File: config.mk
export PLATFORM = sky130hd
export DESIGN_NAME = nfc_ecc_buf
export DESIGN_NICKNAME = d
export VERILOG_FILES = /design/src/rtl/nfc_ecc_buf.sv
export SDC_FILE = /design/constraint.sdc
export NUM_CORES = 1
export LEC_CHECK = 0
export BUFFER_PORTS_ARGS = -buffer_cell sky130_fd_sc_hd__buf_2
export CORE_UTILIZATION = 55
export CTS_BUF_LIST = sky130_fd_sc_hd__clkbuf_4 sky130_fd_sc_hd__clkbuf_8
export DETAILED_ROUTE_END_ITERATION = 6
export PLACE_DENSITY = 0.71
export SLEW_MARGIN = 20
export SYNTH_ARGS = -nofsm -noshare
export SYNTH_HDL_FRONTEND = slang
export SYNTH_SLANG_ARGS = --single-unit
File: constraint.sdc
create_clock -name clk -period 4.93 [get_ports clk]
set_clock_uncertainty 0.05 [all_clocks]
set_input_delay 0.7395 -clock clk [delete_from_list [all_inputs] [get_ports clk]]
set_output_delay 0.7395 -clock clk [all_outputs]
set_load 0.01 [all_outputs]
File: src/rtl/nfc_ecc_buf.sv
// Buffer between the NFC ECC engine and the memory interface: packs parity bytes
// into memory words on encode, queues error locations on decode.
module nfc_ecc_buf #(
    parameter int DAT_WID  = 16,
    parameter int ECC_DWID = 8,
    parameter int ECC_AWID = 12,
    parameter int DEPTH    = 16,
    parameter int AW       = $clog2(DEPTH)
) (
    input  logic                clk,
    input  logic                rst,
    input  logic                nfc_dat_dir,
    input  logic                ecc_start,
    input  logic                ecc_fifo_wr,
    input  logic [ECC_DWID-1:0] ecc_enc_dat,
    input  logic [ECC_AWID-1:0] ecc_dec_addr,
    input  logic                ecc_done,
    input  logic                mem_if_rd,
    output logic [DAT_WID-1:0]  mem_enc_dat,
    output logic [ECC_AWID-1:0] mem_dec_addr,
    output logic                mem_rd_vld,
    output logic                ecc_enc_rdy,
    output logic                ecc_dec_rdy,
    output logic [AW:0]         buf_cnt,
    output logic                buf_full,
    output logic                buf_empty,
    output logic [AW:0]         ecc_err_cnt,
    output logic                buf_ovf,
    output logic                buf_udf
);
    localparam int R  = DAT_WID / ECC_DWID;
    localparam int PW = (R > 1) ? $clog2(R) : 1;
    localparam logic [PW-1:0] PK_LAST  = PW'(R - 1);
    localparam logic [AW:0]   CNT_FULL = (AW+1)'(DEPTH);
    localparam logic [AW:0]   CNT_MAX  = '1;

    typedef enum logic [1:0] {
        ST_IDLE  = 2'd0,
        ST_FILL  = 2'd1,
        ST_DRAIN = 2'd2
    } state_t;

    state_t              state_q, state_d;
    logic [DAT_WID-1:0]  fifo_mem [DEPTH];
    logic [AW-1:0]       wr_ptr_q, wr_ptr_d, rd_ptr_q, rd_ptr_d;
    logic [AW:0]         cnt_q, cnt_d, err_cnt_q, err_cnt_d;
    logic [PW-1:0]       pk_cnt_q, pk_cnt_d;
    logic [DAT_WID-1:0]  pk_word_q, pk_word_d;
    logic                full_q, full_d, empty_q, empty_d;
    logic                ovf_q, ovf_d, udf_q, udf_d;
    logic                enc_seen_q, enc_seen_d, enc_pend_q, enc_pend_d;
    logic                enc_rdy_q, enc_rdy_d, dec_rdy_q, dec_rdy_d;
    logic                rd_vld_q, rd_vld_d;
    logic [DAT_WID-1:0]  enc_dat_q, enc_dat_d;
    logic [ECC_AWID-1:0] dec_addr_q, dec_addr_d;

    logic                wr_acc_s, done_acc_s, cmt_s, push_s, pop_s;
    logic                full_word_s, flush_s;
    logic [DAT_WID-1:0]  cmt_dat_s, pk_word_s, step_word_s, rd_word_s;
    logic [PW-1:0]       step_cnt_s;

    assign wr_acc_s   = (state_q == ST_FILL) && ecc_fifo_wr && !ecc_start;
    assign done_acc_s = (state_q == ST_FILL) && ecc_done && !ecc_start;
    assign rd_word_s  = fifo_mem[rd_ptr_q];

    // Packer: the same-cycle write lands first, then ecc_done flushes any partial word.
    always_comb begin
        pk_word_s = pk_word_q;
        for (int k = 0; k < R; k++) begin
            if (pk_cnt_q == PW'(k)) begin
                pk_word_s[k*ECC_DWID +: ECC_DWID] = ecc_enc_dat;
            end else begin
                pk_word_s[k*ECC_DWID +: ECC_DWID] = pk_word_q[k*ECC_DWID +: ECC_DWID];
            end
        end
        if (wr_acc_s) begin
            step_word_s = pk_word_s;
            step_cnt_s  = (pk_cnt_q == PK_LAST) ? '0 : pk_cnt_q + PW'(1);
        end else begin
            step_word_s = pk_word_q;
            step_cnt_s  = pk_cnt_q;
        end
        full_word_s = wr_acc_s && (pk_cnt_q == PK_LAST);
        flush_s     = done_acc_s && (step_cnt_s != '0);
        if (ecc_start) begin
            cmt_s     = 1'b0;
            cmt_dat_s = '0;
            pk_cnt_d  = '0;
            pk_word_d = '0;
        end else if (nfc_dat_dir) begin
            cmt_s     = full_word_s || flush_s;
            cmt_dat_s = step_word_s;
            pk_cnt_d  = (full_word_s || flush_s) ? '0 : step_cnt_s;
            pk_word_d = (full_word_s || flush_s) ? '0 : step_word_s;
        end else begin
            cmt_s     = wr_acc_s;
            cmt_dat_s = DAT_WID'(ecc_dec_addr);
            pk_cnt_d  = pk_cnt_q;
            pk_word_d = pk_word_q;
        end
    end

    // FIFO bookkeeping, state transitions and status; ecc_start restarts the codeword.
    always_comb begin
        pop_s  = mem_if_rd && !empty_q && !ecc_start;
        push_s = cmt_s && (!full_q || pop_s);

        rd_vld_d   = pop_s;
        enc_dat_d  = enc_dat_q;
        dec_addr_d = dec_addr_q;
        if (pop_s) begin
            enc_dat_d  = nfc_dat_dir ? rd_word_s : '0;
            dec_addr_d = nfc_dat_dir ? '0 : rd_word_s[ECC_AWID-1:0];
        end else begin
            rd_vld_d = 1'b0;
        end

        if (ecc_start) begin
            state_d    = ST_FILL;
            wr_ptr_d   = '0;
            rd_ptr_d   = '0;
            cnt_d      = '0;
            err_cnt_d  = '0;
            ovf_d      = 1'b0;
            udf_d      = 1'b0;
            enc_seen_d = 1'b0;
            enc_pend_d = 1'b0;
            enc_rdy_d  = 1'b0;
            dec_rdy_d  = 1'b0;
        end else begin
            case (state_q)
                ST_IDLE:  state_d = ST_IDLE;
                ST_FILL:  state_d = done_acc_s ? ST_DRAIN : ST_FILL;
                ST_DRAIN: state_d = empty_q ? ST_IDLE : ST_DRAIN;
                default:  state_d = ST_IDLE;
            endcase
            wr_ptr_d = push_s ? wr_ptr_q + AW'(1) : wr_ptr_q;
            rd_ptr_d = pop_s ? rd_ptr_q + AW'(1) : rd_ptr_q;
            case ({push_s, pop_s})
                2'b10:   cnt_d = cnt_q + (AW+1)'(1);
                2'b01:   cnt_d = cnt_q - (AW+1)'(1);
                default: cnt_d = cnt_q;
            endcase
            err_cnt_d  = (push_s && !nfc_dat_dir && (err_cnt_q != CNT_MAX)) ?
                         err_cnt_q + (AW+1)'(1) : err_cnt_q;
            ovf_d      = ovf_q || (cmt_s && !push_s);
            udf_d      = udf_q || (mem_if_rd && empty_q);
            enc_seen_d = enc_seen_q || (push_s && nfc_dat_dir);
            enc_pend_d = push_s && nfc_dat_dir && !enc_seen_q;
            enc_rdy_d  = enc_pend_q;
            dec_rdy_d  = done_acc_s && !nfc_dat_dir;
        end
        full_d  = (cnt_d == CNT_FULL);
        empty_d = (cnt_d == '0);
    end

    // Storage array; a full-buffer write with a same-cycle pop reuses the head slot.
    always_ff @(posedge clk) begin
        if (push_s) begin
            fifo_mem[wr_ptr_q] <= cmt_dat_s;
        end
    end

    // State and status registers.
    always_ff @(posedge clk) begin
        if (rst) begin
            state_q    <= ST_IDLE;
            wr_ptr_q   <= '0;
            rd_ptr_q   <= '0;
            cnt_q      <= '0;
            err_cnt_q  <= '0;
            pk_cnt_q   <= '0;
            pk_word_q  <= '0;
            full_q     <= 1'b0;
            empty_q    <= 1'b1;
            ovf_q      <= 1'b0;
            udf_q      <= 1'b0;
            enc_seen_q <= 1'b0;
            enc_pend_q <= 1'b0;
            enc_rdy_q  <= 1'b0;
            dec_rdy_q  <= 1'b0;
            rd_vld_q   <= 1'b0;
            enc_dat_q  <= '0;
            dec_addr_q <= '0;
        end else begin
            state_q    <= state_d;
            wr_ptr_q   <= wr_ptr_d;
            rd_ptr_q   <= rd_ptr_d;
            cnt_q      <= cnt_d;
            err_cnt_q  <= err_cnt_d;
            pk_cnt_q   <= pk_cnt_d;
            pk_word_q  <= pk_word_d;
            full_q     <= full_d;
            empty_q    <= empty_d;
            ovf_q      <= ovf_d;
            udf_q      <= udf_d;
            enc_seen_q <= enc_seen_d;
            enc_pend_q <= enc_pend_d;
            enc_rdy_q  <= enc_rdy_d;
            dec_rdy_q  <= dec_rdy_d;
            rd_vld_q   <= rd_vld_d;
            enc_dat_q  <= enc_dat_d;
            dec_addr_q <= dec_addr_d;
        end
    end

    assign mem_enc_dat  = enc_dat_q;
    assign mem_dec_addr = dec_addr_q;
    assign mem_rd_vld   = rd_vld_q;
    assign ecc_enc_rdy  = enc_rdy_q;
    assign ecc_dec_rdy  = dec_rdy_q;
    assign buf_cnt      = cnt_q;
    assign buf_full     = full_q;
    assign buf_empty    = empty_q;
    assign ecc_err_cnt  = err_cnt_q;
    assign buf_ovf      = ovf_q;
    assign buf_udf      = udf_q;
endmodule
==> flow_summary_export.csv <==
group,metric,value,unit
status,status,"finished clean",
global_route,grtUsageTotal,0.243,
worst_setup_path,endpoint_kind,"flop",
hold_path,hp-start,"ecc_enc_dat[2]",
yosys,ys_warn_count,0,
worst_setup_path,cp.required,5350,ps
sta,tns,0,ps
clock_network,numClockSinks,334,
yosys,synth-edff-count,256,
global_route,grt_pass1_vias,7697,
clock_network,hold_buffers,0,
layout,drive_above_1_share,0.303,
route,dr.pass1.iters,7,
yosys,ys_types,42,
worst_setup_path,r2r_end,"buf_empty",
yosys,synthTopCellsByArea,"edfxtp_1 59%, dfxtp_1 12%, mux4_2 11%",
power_and_ir_drop,peakVddDrop,0.254,mV
global_route,grt-ovfl-total,0,
yosys,synth-seq-cells,334,
sta,finalHoldViolCount,0,
sta,setup-violations-final,0,
hold_path,hold_path_depth,2,
worst_setup_path,worst-r2r-setup-slack,1010,ps
clock_network,numCtsBuffers,50,
die,initial_core_util,0.567,
worst_setup_path,cp-startpoint,"ecc_start",
sta,layout_min_cycle_time,4030,ps
yosys,synth.avg_cell_area,16.6,µm²
clock_network,cts_tree,"yes",
die,die_w,156,µm
worst_setup_path,path_class,"in -> reg",
clock_network,clk_pin_slew,70,ps
die,die_h,156,µm
worst_setup_path,crit_arrival,4450,ps
sta,final_max_slew_viol_count,0,
route,wl_per_cell,22.8,µm
yosys,yosysSeqAreaShare,0.711,
clock_network,cts-root-buf,"clkbuf_8",
route,via_per_inst,5.94,
yosys,synth.net_count,823,
worst_setup_path,crit_path_frequent_cell,"ha_1",
layout,n_antenna_cell,0,
global_route,grt_max_degree,40,
route,vias,7418,
yosys,async_flop_share,0,
yosys,synth_cells,783,
route,routed_wirelength,28500,µm
yosys,ys.flop_type,"edfxtp_1",
yosys,synth.most_common_cell,"edfxtp_1",
yosys,yosysTopAreaCellShare,0.591,
clock_network,cts.repair.resized,0,
flow_run,cap_viol_max_count,0,
route,drc_errors,0,
worst_setup_path,r2r_start,"state_q[1]",
clock_network,cts_max_level,2,
global_route,antenna_found_initial,0,
route,drtIter0Drc,694,
worst_setup_path,path_max_fanout,19,
sta,fmax,0.248,GHz
die,row_count,55,
placed_design,dp_hpwl,18200,µm
sta,maxSlewHeadroom,0.239,
clock_network,clock_latency,580,ps
layout,finish.utilization,0.657,
hold_path,whs_endpoint,"pk_word_q[2]",
yosys,netlist_area,13000,µm²
layout,nNetsFinal,935,
yosys,ys_top_cells_by_count,"256 x edfxtp_1, 78 x dfxtp_1, 65 x nor2_1",
clock_network,cts_buffer_depth,3,
worst_setup_path,cp_slowest_stage_delay,450,ps
route,ant_nets,0,
placed_design,gp_congestion,0.820,
placed_design,io_buffers,71,
worst_setup_path,worstPathCellList,"buf_2, nand3b_1, inv_2, ha_1, nand4b_1, a222oi_1, inv_1, ha_1, xor2_1, ha_1, or3b_2, a32oi_1, xor2_1, inv_1, o31ai_1",
hold_path,hold_class,"in -> reg",
worst_setup_path,startpoint_type,"input port",
die,core-area,22900,µm²
sta,worst_pin_slew,1140,ps
yosys,yosysTopAreaCell,"edfxtp_1",
worst_setup_path,reg2regPathDepth,16,
clock_network,cts_setup_buffers,0,
sta,fin_crit_sh,0.817,
die,io-pin-count,72,
sta,rsz0062_at_grt,"no",
global_route,grt_pass1_wl,43400,µm
layout,syn2layout_area_growth,15.9,%
power_and_ir_drop,power_density,369,nW/µm²
worst_setup_path,crit_path_top_delay_cell,"or3b_2",
power_and_ir_drop,p_leak,5.24,nW
die,die-area,24300,µm²
==> layout by cell type, fill, tap and decap left out, types with 2 or more instances in the layout <==
cell type    n
edfxtp_1   256
dfxtp_1     75
buf_2       71
nor2_1      64
mux4_2      64
clkbuf_8    57
o21ai_0     35
nand2_1     32
mux2i_1     31
buf_4       31
a21oi_1     29
clkbuf_4    24
a22o_1      20
nand3_1     13
xor2_1      13
ha_1        13
a2bb2oi_1   12
inv_1        9
nor2b_1      7
clkinv_2     7
nand2b_1     6
a311oi_4     5
nor3_2       5
a211oi_1     5
a311oi_2     4
nor3_1       4
a311oi_1     3
a21oi_2      3
and2_1       3
nor3b_1      3
and3_1       2
a21o_1       2
a31oi_1      2
nand4_1      2
o31ai_1      2
dfxtp_2      2
bufinv_16    2
==> stage by stage <==
stage | std cells | hold WS (ps) | total power [mW] | instance area [µm²] | worst slack [ps]
CTS | 1248 | 357 | 5.59 | 15000 | 1030
global placement | 1156 | 363 | 3.22 | 13900 | 647
floorplan | 783 | 348 | 3.17 | 13000 | 567
finish | 1248 | 392 | 5.55 | 15100 | 905
global route | 1248 | 381 | 5.71 | 15100 | 742
detailed placement | 1156 | 378 | 3.23 | 13900 | 449
==> logic make-up after synthesis <==
kind of cell,share of synthesized area
flops,0.711
simple gates,0.0526
mux,0.135
fa+ha+maj,0.0125
buf+inv,0.0164
compound gates,0.0630
xor+xnor,0.00943
==> how the worst max path moves through the flow <==
| stage | to | slack [ps] | cells after the start |
|---|---|---|---|
| after floorplan | buf_empty | 570 | 16 |
| after global placement | buf_empty | 650 | 15 |
| after detailed placement | buf_empty | 450 | 15 |
| after CTS | buf_empty | 1030 | 16 |
| after global routing | buf_empty | 740 | 15 |
| final | buf_empty | 900 | 15 |
==> flip-flops by register name, indices dropped and copies added, names as in the netlist, 2 cells and up, named ones only <==
name          count
fifo_mem        256
mem_enc_dat      16
pk_word_q        16
mem_dec_addr     12
buf_cnt           5
ecc_err_cnt       5
rd_ptr_q          4
wr_ptr_q          4
state_q           2
==> critical path: cells and delay by family <==
family / cells / cell delay, ps
compound gates: 3 / 910
fa+ha+maj: 3 / 810
simple gates: 3 / 810
xor+xnor: 2 / 440
buf+inv: 4 / 730
==> where the power goes <==
part	internal (mW)	switching, mW	total, mW
sequential	3.03	0.00675	3.03
combinational	0.0457	0.0917	0.137
clock	1.35	1.03	2.38
total	4.42	1.13	5.55
==> final cells by class <==
| type | count | area, µm² |
|---|---|---|
| Clock inverter | 11 | 110 |
| Sequential cell | 334 | 9260 |
| Clock buffer | 81 | 965 |
| Multi-Input combinational cell | 396 | 3700 |
| Tap cell | 313 | 392 |
| Fill cell | 1559 | 7850 |
| Inverter | 10 | 37.5 |
| Timing Repair Buffer | 103 | 608 |
==> per-layer routing <==
metal | share of wire | wire [µm] | global-route usage
met5 | 0 | 0 | 0
met2 | 0.51 | 14500 | 0.422
met4 | 0.025 | 707 | 0.0780
met3 | 0.060 | 1710 | 0.0369
met1 | 0.41 | 11500 | 0.317
No activity file was read; power rests on OpenSTA's default activity.
